===== config.mk =====
export PLATFORM = sky130hd
export DESIGN_NAME = nlfsr_round_ctrl
export DESIGN_NICKNAME = d
export VERILOG_FILES = /design/src/rtl/tinyjambu_ctrl_pkg.sv /design/src/rtl/nlfsr_fresh_buf.sv /design/src/rtl/nlfsr_round_ctrl.sv
export SDC_FILE = /design/constraint.sdc
export NUM_CORES = 1
export LEC_CHECK = 0
export ABC_AREA = 1
export CAP_MARGIN = 30
export CORE_UTILIZATION = 45
export CTS_BUF_LIST = sky130_fd_sc_hd__clkbuf_8
export DETAILED_ROUTE_END_ITERATION = 12
export PLACE_DENSITY_LB_ADDON = 0.3
export SKIP_CTS_REPAIR_TIMING = 1
export SYNTH_ARGS = -nofsm -noshare
export SYNTH_HDL_FRONTEND = slang
export SYNTH_HIERARCHICAL = 1
export SYNTH_SLANG_ARGS = --single-unit

===== constraint.sdc =====
create_clock -name clk -period 5.1 [get_ports clk]
set_clock_uncertainty 0.2 [all_clocks]
set_input_delay 1.02 -clock clk [delete_from_list [all_inputs] [get_ports clk]]
set_output_delay 1.02 -clock clk [all_outputs]
set_load 0.02 [all_outputs]

===== src/rtl/tinyjambu_ctrl_pkg.sv =====
// Shared types and constants for the masked TinyJAMBU NLFSR round sequencer.
package tinyjambu_ctrl_pkg;

    localparam int unsigned STEPS_A_DEF      = 20;
    localparam int unsigned STEPS_B_DEF      = 32;
    localparam int unsigned ROUNDS_PER_STEP  = 32;
    localparam int unsigned FRESH_PER_GADGET = 3;
    localparam int unsigned FRESH_W_DEF      = ROUNDS_PER_STEP * FRESH_PER_GADGET;

    typedef enum logic [1:0] {
        StIdle,
        StRnd,
        StComp,
        StDone
    } ctrl_state_e;

endpackage


===== src/rtl/nlfsr_fresh_buf.sv =====
// Holding register for the fresh randomness fed to the 3-share NLFSR core.
module nlfsr_fresh_buf #(
    parameter int unsigned W = 96
) (
    input  logic         clk,
    input  logic         rst,
    input  logic         load_i,
    input  logic         clr_i,
    input  logic [W-1:0] d_i,
    output logic [W-1:0] q_o
);

    logic [W-1:0] buf_q;

    always_ff @(posedge clk or posedge rst) begin
        if (rst) begin
            buf_q <= '0;
        end else if (load_i) begin
            buf_q <= d_i;
        end else if (clr_i) begin
            buf_q <= '0;
        end
    end

    assign q_o = buf_q;

endmodule


===== src/rtl/nlfsr_round_ctrl.sv =====
// Step sequencer for the masked TinyJAMBU NLFSR core (P_a / P_b).
// Define PRNG_STALL_EN to make the RND state wait on rnd_valid_i.
module nlfsr_round_ctrl
    import tinyjambu_ctrl_pkg::*;
#(
    parameter int unsigned LATENCY = 2,
    parameter int unsigned STEPS_A = STEPS_A_DEF,
    parameter int unsigned STEPS_B = STEPS_B_DEF,
    parameter int unsigned FRESH_W = FRESH_W_DEF,
    parameter int unsigned CNT_W   = 6
) (
    input  logic               clk,
    input  logic               rst,
    input  logic               start_i,
    input  logic               perm_sel_i,
    output logic               busy_o,
    output logic               done_o,
    input  logic               rnd_valid_i,
    input  logic [FRESH_W-1:0] rnd_i,
    output logic               rnd_ready_o,
    output logic [FRESH_W-1:0] fresh_o,
    output logic               state_upd_o,
    output logic [CNT_W-1:0]   step_o
);

    localparam int unsigned      LAT_W    = (LATENCY > 1) ? $clog2(LATENCY) : 1;
    localparam logic [LAT_W-1:0] LAT_LOAD = LAT_W'(LATENCY - 1);
    localparam logic [CNT_W-1:0] LAST_A   = CNT_W'(STEPS_A - 1);
    localparam logic [CNT_W-1:0] LAST_B   = CNT_W'(STEPS_B - 1);

    ctrl_state_e      state_q, state_d;
    logic [CNT_W-1:0] last_q, last_d;
    logic [CNT_W-1:0] step_q, step_d;
    logic [LAT_W-1:0] lat_q, lat_d;
    logic             rnd_fire;
    logic             fresh_load;
    logic             fresh_clr;

`ifdef PRNG_STALL_EN
    assign rnd_fire = rnd_valid_i;
`else
    // The PRNG is guaranteed to have data whenever rnd_ready_o is high.
    logic unused_rnd_valid;
    assign unused_rnd_valid = rnd_valid_i;
    assign rnd_fire         = 1'b1;
`endif

    always_comb begin
        state_d     = state_q;
        last_d      = last_q;
        step_d      = step_q;
        lat_d       = lat_q;
        busy_o      = (state_q != StIdle);
        done_o      = 1'b0;
        rnd_ready_o = 1'b0;
        state_upd_o = 1'b0;
        fresh_load  = 1'b0;
        fresh_clr   = 1'b0;

        unique case (state_q)
            StIdle: begin
                if (start_i) begin
                    last_d  = perm_sel_i ? LAST_B : LAST_A;
                    step_d  = '0;
                    state_d = StRnd;
                end
            end
            StRnd: begin
                rnd_ready_o = 1'b1;
                if (rnd_fire) begin
                    fresh_load = 1'b1;
                    lat_d      = LAT_LOAD;
                    state_d    = StComp;
                end
            end
            StComp: begin
                if (lat_q == '0) begin
                    state_upd_o = 1'b1;
                    if (step_q == last_q) begin
                        state_d = StDone;
                    end else begin
                        step_d  = step_q + 1'b1;
                        state_d = StRnd;
                    end
                end else begin
                    lat_d = lat_q - 1'b1;
                end
            end
            StDone: begin
                done_o    = 1'b1;
                fresh_clr = 1'b1;
                if (start_i) begin
                    last_d  = perm_sel_i ? LAST_B : LAST_A;
                    step_d  = '0;
                    state_d = StRnd;
                end else begin
                    state_d = StIdle;
                end
            end
            default: state_d = StIdle;
        endcase
    end

    always_ff @(posedge clk or posedge rst) begin
        if (rst) begin
            state_q <= StIdle;
            last_q  <= '0;
            step_q  <= '0;
            lat_q   <= '0;
        end else begin
            state_q <= state_d;
            last_q  <= last_d;
            step_q  <= step_d;
            lat_q   <= lat_d;
        end
    end

    assign step_o = step_q;

    nlfsr_fresh_buf #(
        .W(FRESH_W)
    ) u_fresh_buf (
        .clk   (clk),
        .rst   (rst),
        .load_i(fresh_load),
        .clr_i (fresh_clr),
        .d_i   (rnd_i),
        .q_o   (fresh_o)
    );

endmodule


Word level (Yosys, flattened, before mapping)
Index checks and enable logic that the tools add are counted.

word-level totals
  register bits = 111
  bits of input ports = 101
  output and inout bits = 106
  word-level logic and storage cells = 42

cells by class
  add/subtract/negate cells = 2
  equal/unequal tests = 8
  mux-type cells = 18
  reduce and logical (&&, ||, !) cells = 9

operators by type and width
  cell                 number
  $mux 96              2
  $mux 6               3
  $pmux 6 s2           1
  $pmux 2 s4           1
  $reduce_bool 2->1    4
  $add 6x1->6 const B  1
  $eq 6x6->1           1
  $mux 1               6
  $mux 2               3
  $ne 2x2->1 const B   3
  $eq 2x2->1 const B   2
  $mux 4               1
  $reduce_and 2->1     2
  $reduce_and 4->1     1
  $eq 2x1->1 const B   1
  $logic_not 2->1      1
  $ne 2x1->1 const B   1
  $pmux 1 s2           1
  $reduce_or 2->1      1
  $sub 1x1->1 const B  1

Longest topological paths before layout
Gate-level depths: netlist (run 1).

  depth in word-level cells = 4
  depth in mapped cells = 10
  gate-level depth less buffers = 10

Cells and area by module
The synthesis (run 1) kept the hierarchy.

modules (own cells, without submodules)
  module            instances  cells an instance  area each (sq um)  seq. area each (sq um)
  nlfsr_fresh_buf   1          407                3631.0             2402.3
  nlfsr_round_ctrl  1          99                 715.7              275.3

Least setup slack after synthesis (run 1)
Ideal clock, no wire load.

  path type = register to output
  start point = register state_q[0]
  end point = output state_upd_o
  arrival time = 1.032 ns
  data required time = 3.880 ns
  setup slack = 2.848 ns
  stages on the path, launching flop included = 5
  path buffers = 0
  cells stage by stage = dfrtp_1 -> inv_1 -> ha_1 -> inv_1 -> nor2_1

between the ends
  word-level cells in the longest chain between the ends = 2

ends and longest elaborated chain
  element                 RTL line                 RTL
  from (decl)             nlfsr_round_ctrl.sv:31   ctrl_state_e state_q, state_d;
  from (signal assigned)  nlfsr_round_ctrl.sv:106  state_q <= StIdle;
  from (signal assigned)  nlfsr_round_ctrl.sv:111  state_q <= state_d;
  $eq 2x2->1              nlfsr_round_ctrl.sv:60   unique case (state_q)
  $mux 1                  nlfsr_round_ctrl.sv:60
  to (decl)               nlfsr_round_ctrl.sv:22   output logic state_upd_o,

Every way passes these cells.

Worst setup path after layout (run 1)
  start point = register state_q[1]
  end point = output rnd_ready_o

between the ends
  word-level cells in the longest chain between the ends = 2

ends and longest elaborated chain
  element     RTL line                RTL
  $eq 2x1->1  nlfsr_round_ctrl.sv:60
  $mux 1      n/a
  to (decl)   nlfsr_round_ctrl.sv:20  output logic rnd_ready_o,

Every way passes these cells.

==> results of run 1 <==
-- per-layer routing --
layer / track usage / vias up / part of all wire
met4: 0.0647 / 0 / 0.0097
li1: - / 1916 / -
met1: 0.272 / 1777 / 0.41
met5: 0 / - / 0
met2: 0.390 / 147 / 0.50
met3: 0.0689 / 9 / 0.084
-- worst max path at each step --
stage                           startpoint                             end  slack, ns  cells after the start
floorplan                              rst  u_fresh_buf/q_o[0]$_DFFE_PP0P_       1.37                      1
global placement    state_q[1]$_DFFE_PP0P_                     rnd_ready_o       1.70                      3
detailed placement  state_q[1]$_DFFE_PP0P_                     rnd_ready_o       1.65                      3
CTS                 state_q[1]$_DFFE_PP0P_                     rnd_ready_o       1.24                      3
global route        state_q[1]$_DFFE_PP0P_                     rnd_ready_o       1.55                      4
finish              state_q[1]$_DFFE_PP0P_                     rnd_ready_o       1.62                      4
-- stage by stage --
step,cell area [um2],power [W],cells,utilization
5_1_grt,6720,0.00440,840,0.724
3_3_place_gp,6460,0.00353,821,0.696
4_1_cts,6690,0.00414,839,0.721
6_report,6720,0.00411,840,0.724
2_1_floorplan,4350,0.00267,506,-
3_5_place_dp,6500,0.00364,823,0.701
-- flip-flops by register name, indices dropped and copies added, names as in the netlist --
signal,flops
u_fresh_buf/q_o,96
step_o,6
last_q,2
state_q,2
lat_q,1
-- synthesized netlist by cell type --
library cell | n | area (um2)
nand2_1 | 321 | 1200
dfrtp_1 | 107 | 2680
nor2_1 | 18 | 67.6
buf_2 | 10 | 50.1
inv_1 | 10 | 37.5
ha_1 | 6 | 75.1
buf_6 | 5 | 56.3
clkbuf_1 | 5 | 18.8
nand2_2 | 4 | 25.0
inv_2 | 3 | 11.3
o21ai_0 | 2 | 10.0
a21boi_1 | 1 | 7.51
a21oi_1 | 1 | 5.00
a21oi_2 | 1 | 8.76
buf_4 | 1 | 7.51
clkinv_2 | 1 | 5.00
mux2_1 | 1 | 11.3
nand2_4 | 1 | 11.3
nand3_1 | 1 | 5.00
nand4_1 | 1 | 6.26
nor2_2 | 1 | 6.26
nor2_4 | 1 | 11.3
o21a_1 | 1 | 7.51
o21ai_1 | 1 | 5.00
o22ai_1 | 1 | 6.26
xnor2_1 | 1 | 8.76
-- final cells by class --
type,count,area (um2)
well taps,129,161
inverters,14,56.3
flip-flops and latches,107,2680
clock inverters,6,50.0
repair buffers,210,2140
fillers,718,2560
clock buffers,10,138
multi-input cells,364,1500
-- cell families (layout without fill, tap and decap cells) --
| kind of cell | Yosys count | in the layout | share of synthesized area |
|---|---|---|---|
| AOI/OAI and AO/OA | 8 | 8 | 0.0115 |
| xor gates and xnor gates | 1 | 1 | 0.00202 |
| adders and majority gates | 6 | 6 | 0.0173 |
| buffers and inverters | 35 | 240 | 0.0429 |
| DFF | 107 | 107 | 0.616 |
| muxes | 1 | 1 | 0.00259 |
| and+or+nand+nor | 348 | 348 | 0.308 |
-- power groups by stage --
stage	Clock (W)	Sequential (W)	Combinational [W]
CTS	0.000507	0.00139	0.00224
global placement	0	0.00138	0.00215
detailed placement	0	0.00140	0.00224
floorplan	0	0.00179	0.000884
global route	0.000542	0.00143	0.00243
finish	0.000494	0.00139	0.00223
-- layout by cell type, fill, tap and decap left out, types with 2 or more instances in the layout --
cell type          n
buf_16             2
buf_4              2
clkbuf_8          10
clkdlybuf4s50_1  205
clkinv_4           4
dfrtp_1          107
ha_1               5
inv_1             10
inv_2              3
nand2_1          321
nand2_2            4
nor2_1            18
o21ai_0            2
-- worst max-delay path, delay by kind of cell, from the launching register on --
family / cells / cell delay [ns]
buffers and inverters: 3 / 1.17
adder cells (fa/ha/maj): 1 / 0.21
flip-flops: 1 / 0.41
==> impl_metrics.toml, run 1 <==
[timing]
fin_setup_tns_ns = 0
relSlewSlack = 0.673
timing.final.crit_share = 0.682
grt_setup_unrepaired = "false"
fmax_mhz = 288
finalHoldViolCount = 0
fin_crit_ns = 3.48
hold-worst-slack_ns = 0.277
worst_slack_ns = 1.62
worst_pin_slew_ns = 0.490
slew_viol_final = 0
setup_viol = 0

[detailed_routing]
num_vias = 3849
drt-initial-drc-count = 136
wl_per_cell_um = 13.5
drc = 0
firstDrtPassIters = 4
viasPerCell = 4.58
routed_wl_um = 11400
drtAntennaViolNets = 0

[yosys]
ys_seq_area_frac = 0.616
synth_area_um2 = 4350
yosysWarningCount = 6
synth.avg_cell_area_um2 = 8.59
yosys_register_bits = 107
synth_nets = 613
synthCells = 506
synth_cell_types = 26

[die]
die_width_um = 100
chipHeight_um = 100
io_pins = 207
coreArea_um2 = 9280
start_util = 0.468
row_count = 35
dieArea_um2 = 10100

[clocking]
numClockSinks = 107
h-tree-depth = 3
clkTransAtPathRegs_ns = 0.10
cts_tree = "yes"
worst_skew_pair.late_latency_ns = 0.35
cts_buffers = 9
cts_root_buf = "clkbuf_8"
clockBufferDepth = 2

[cells_and_area]
layout.nets = 813
antenna_cells = 0
layout-drive-gt1-share = 0.0478
syn_to_final_growth_pct = 54.6

[worst_setup_path]
crit_slowest_cell = "clkdlybuf4s50_1"
r2r_setup_slack_ns = 3.12
critPathMaxFanout = 97
start_kind = "flop"
critPathCaptureType = "primary output"
reg2regPathDepth = 9
worstReg2RegEnd = "step_o[3]$_DFFE_PP0P_"
path_cells = "inv_1 -> ha_4 -> buf_16 -> clkdlybuf4s50_1"
timing.rr.start = "state_q[0]$_DFFE_PP0P_"
path_class = "flop to primary output"
crit_arrival_ns = 2.26
crit_required_ns = 3.88
cp_slowest_stage_delay_ns = 0.69

[place]
dpl.hpwl_um = 8180
gp_congestion = 0.867
numPortBuffers = 205
pre_cts_slack_ns = 1.65

[outcome]
status = "finished clean"

[power_and_ir_drop]
leakage_nw = 3.37
p_int_w = 0.00234
swShare = 0.432
power_frac_seq = 0.337
cellPowerDensity_nw_per_um2 = 612
power.switching_w = 0.00177
comb_power_share = 0.543
max-vdd-ir-drop_v = 0.000440
p_clk_frac = 0.120

[global_routing]
antenna_found_initial = 0
grt_pass1_wl_um = 17700
grt_use_total = 0.225
grt_max_degree = 99
grt_pass1_vias = 3753
grt-ovfl-total = 0

[worst_hold_path]
min_from = "u_fresh_buf/q_o[47]$_DFFE_PP0P_"
hold_depth = 2
hold_path.class = "flop to flop"
whs_endpoint = "u_fresh_buf/q_o[47]$_DFFE_PP0P_"

[job]
maxCapViolCount = 0
(Power assumes the default switching activity.)
==> inputs of run 2 (changes only) <==
Settings changed: CORE_UTILIZATION 45 to 42.
Clock period 5.1 ns to 3.5 ns, I/O delays scaled along.
==> run 2 against run 1 <==
- utilization down 4.8 points
- total power up 46%
- hold slack worse by 0.0022 ns
- register-to-register slack worse by 2.2 ns
- critical path depth down 1
- sequential power up 45%
- non-clock buffer count down 1
- worst setup slack worse by 1.1 ns
- final area down 0.34%
- sequential share of layout area up 0.13 points
- cell count up 0.36%
==> impl_metrics.toml, run 2 (same netlist as run 1, synthesis figures left out) <==
[detailed_routing]
wl_per_cell_um = 13.1
num_vias = 3839
drtAntennaViolNets = 0
viasPerCell = 4.55
drt-initial-drc-count = 212
routed_wl_um = 11100
firstDrtPassIters = 5
drc = 0

[clocking]
h-tree-depth = 3
cts_root_buf = "clkbuf_8"
numClockSinks = 107
worst_skew_pair.late_latency_ns = 0.35
clkTransAtPathRegs_ns = 0.09
cts_buffers = 9
cts_tree = "yes"
clockBufferDepth = 2

[cells_and_area]
layout.nets = 812
layout-drive-gt1-share = 0.0465
fillerInstances = 802
largest_register_ffs = 96
layout_common_cells = "nand2_1 (321), clkdlybuf4s50_1 (205), dfrtp_1 (107)"
antenna_cells = 0
syn_to_final_growth_pct = 54.1
post-route-util = 0.676
stdcell_count = 843
layout_commonest_cell = "nand2_1"

[worst_setup_path]
crit_slowest_cell = "clkdlybuf4s50_1"
crit_arrival_ns = 2.09
path_class = "flop to primary output"
crit_end = "rnd_ready_o"
crit_required_ns = 2.60
critPathMaxFanout = 35
worstReg2RegEnd = "u_fresh_buf/q_o[49]$_DFFE_PP0P_"
r2r_setup_slack_ns = 0.91
timing.rr.start = "state_q[1]$_DFFE_PP0P_"
start_kind = "flop"
critPathCaptureType = "primary output"
cp_slowest_stage_delay_ns = 0.71
crit_path_start = "state_q[1]$_DFFE_PP0P_"
path_cells = "inv_1 -> ha_4 -> clkdlybuf4s50_1"
reg2regPathDepth = 7

[timing]
worst_pin_slew_ns = 0.648
worst_slack_ns = 0.513
timing.final.crit_share = 0.853
relSlewSlack = 0.568
slew_viol_final = 0
fin_crit_ns = 2.99
fin_setup_tns_ns = 0
setup_viol = 0
finalHoldViolCount = 0
grt_setup_unrepaired = "false"
fmax_mhz = 335

[job]
maxCapViolCount = 0

[die]
die_width_um = 104
io_pins = 207
coreArea_um2 = 9910
dieArea_um2 = 10800
start_util = 0.439
row_count = 36
chipHeight_um = 104

[worst_hold_path]
hold_path.class = "flop to flop"

[global_routing]
antenna_found_initial = 0
grt_most_used_layer = "met2"
use_met2 = 0.346
grt_pass1_vias = 3718
grt_use_total = 0.214
grtUsageMet3 = 0.0522
use_met1 = 0.272
grt_pass1_wl_um = 18300
grt-ovfl-total = 0
grt_max_degree = 65

[power_and_ir_drop]
max-vdd-ir-drop_v = 0.000539
total_power_w = 0.00599
leakage_nw = 3.37
cellPowerDensity_nw_per_um2 = 894

[place]
dpl.hpwl_um = 7860
gp_congestion = 0.837
pre_cts_slack_ns = 0.882
numPortBuffers = 205
dp.cells = 827

[outcome]
status = "finished clean"
==> run 2: changes by cell type in the layout (fill, tap and decap cells not counted), sizes merged <==
cell,delta
buf,-1
bufinv,+2
clkbuf,-1
inv,-1
==> run 2: metrics by stage <==
stage	area (um2)	hold WS (ns)
after floorplan	4350	0.256
after global placement	6490	0.252
after detailed placement	6490	0.257
after CTS	6700	0.280
after global routing	6700	0.297
final	6700	0.275
==> run 2: worst min path at each step <==
stage / start / endpoint / slack [ns] / cells after the start
detailed placement: u_fresh_buf/q_o[75]$_DFFE_PP0P_ / u_fresh_buf/q_o[75]$_DFFE_PP0P_ / 0.26 / 2
CTS: u_fresh_buf/q_o[36]$_DFFE_PP0P_ / u_fresh_buf/q_o[36]$_DFFE_PP0P_ / 0.28 / 2
global route: u_fresh_buf/q_o[81]$_DFFE_PP0P_ / u_fresh_buf/q_o[81]$_DFFE_PP0P_ / 0.30 / 2
finish: u_fresh_buf/q_o[36]$_DFFE_PP0P_ / u_fresh_buf/q_o[36]$_DFFE_PP0P_ / 0.28 / 2
global placement: u_fresh_buf/q_o[57]$_DFFE_PP0P_ / u_fresh_buf/q_o[57]$_DFFE_PP0P_ / 0.25 / 2
floorplan: last_q[1]$_DFFE_PP0P_ / last_q[1]$_DFFE_PP0P_ / 0.26 / 2
==> run 2: where the power goes <==
| part | switching [W] | internal [W] |
|---|---|---|
| sequential | 0.000266 | 0.00174 |
| combinational | 0.00186 | 0.00133 |
| clock | 0.000391 | 0.000396 |
| total | 0.00252 | 0.00347 |
==> run 2: cell type report <==
type / count / area, um2 / share of cell area
clock buffers: 9 / 124 / 0.0185
clock inverters: 7 / 83.8 / 0.0125
inverters: 14 / 56.3 / 0.00841
multi-input cells: 364 / 1500 / 0.223
flip-flops and latches: 107 / 2680 / 0.400
well taps: 133 / 166 / 0.0248
repair buffers: 209 / 2090 / 0.313
==> run 2: worst max-delay path, delay by kind of cell, from the launching register on <==
kind	cells	cell delay, ns
buffers and inverters	2	0.90
adder cells (fa/ha/maj)	1	0.42
flip-flops	1	0.41
==> run 2: routing by layer <==
layer,wire [um],share of wire
met4,234,0.021
met2,5310,0.48
met1,4740,0.43
met3,779,0.070
met5,0,0
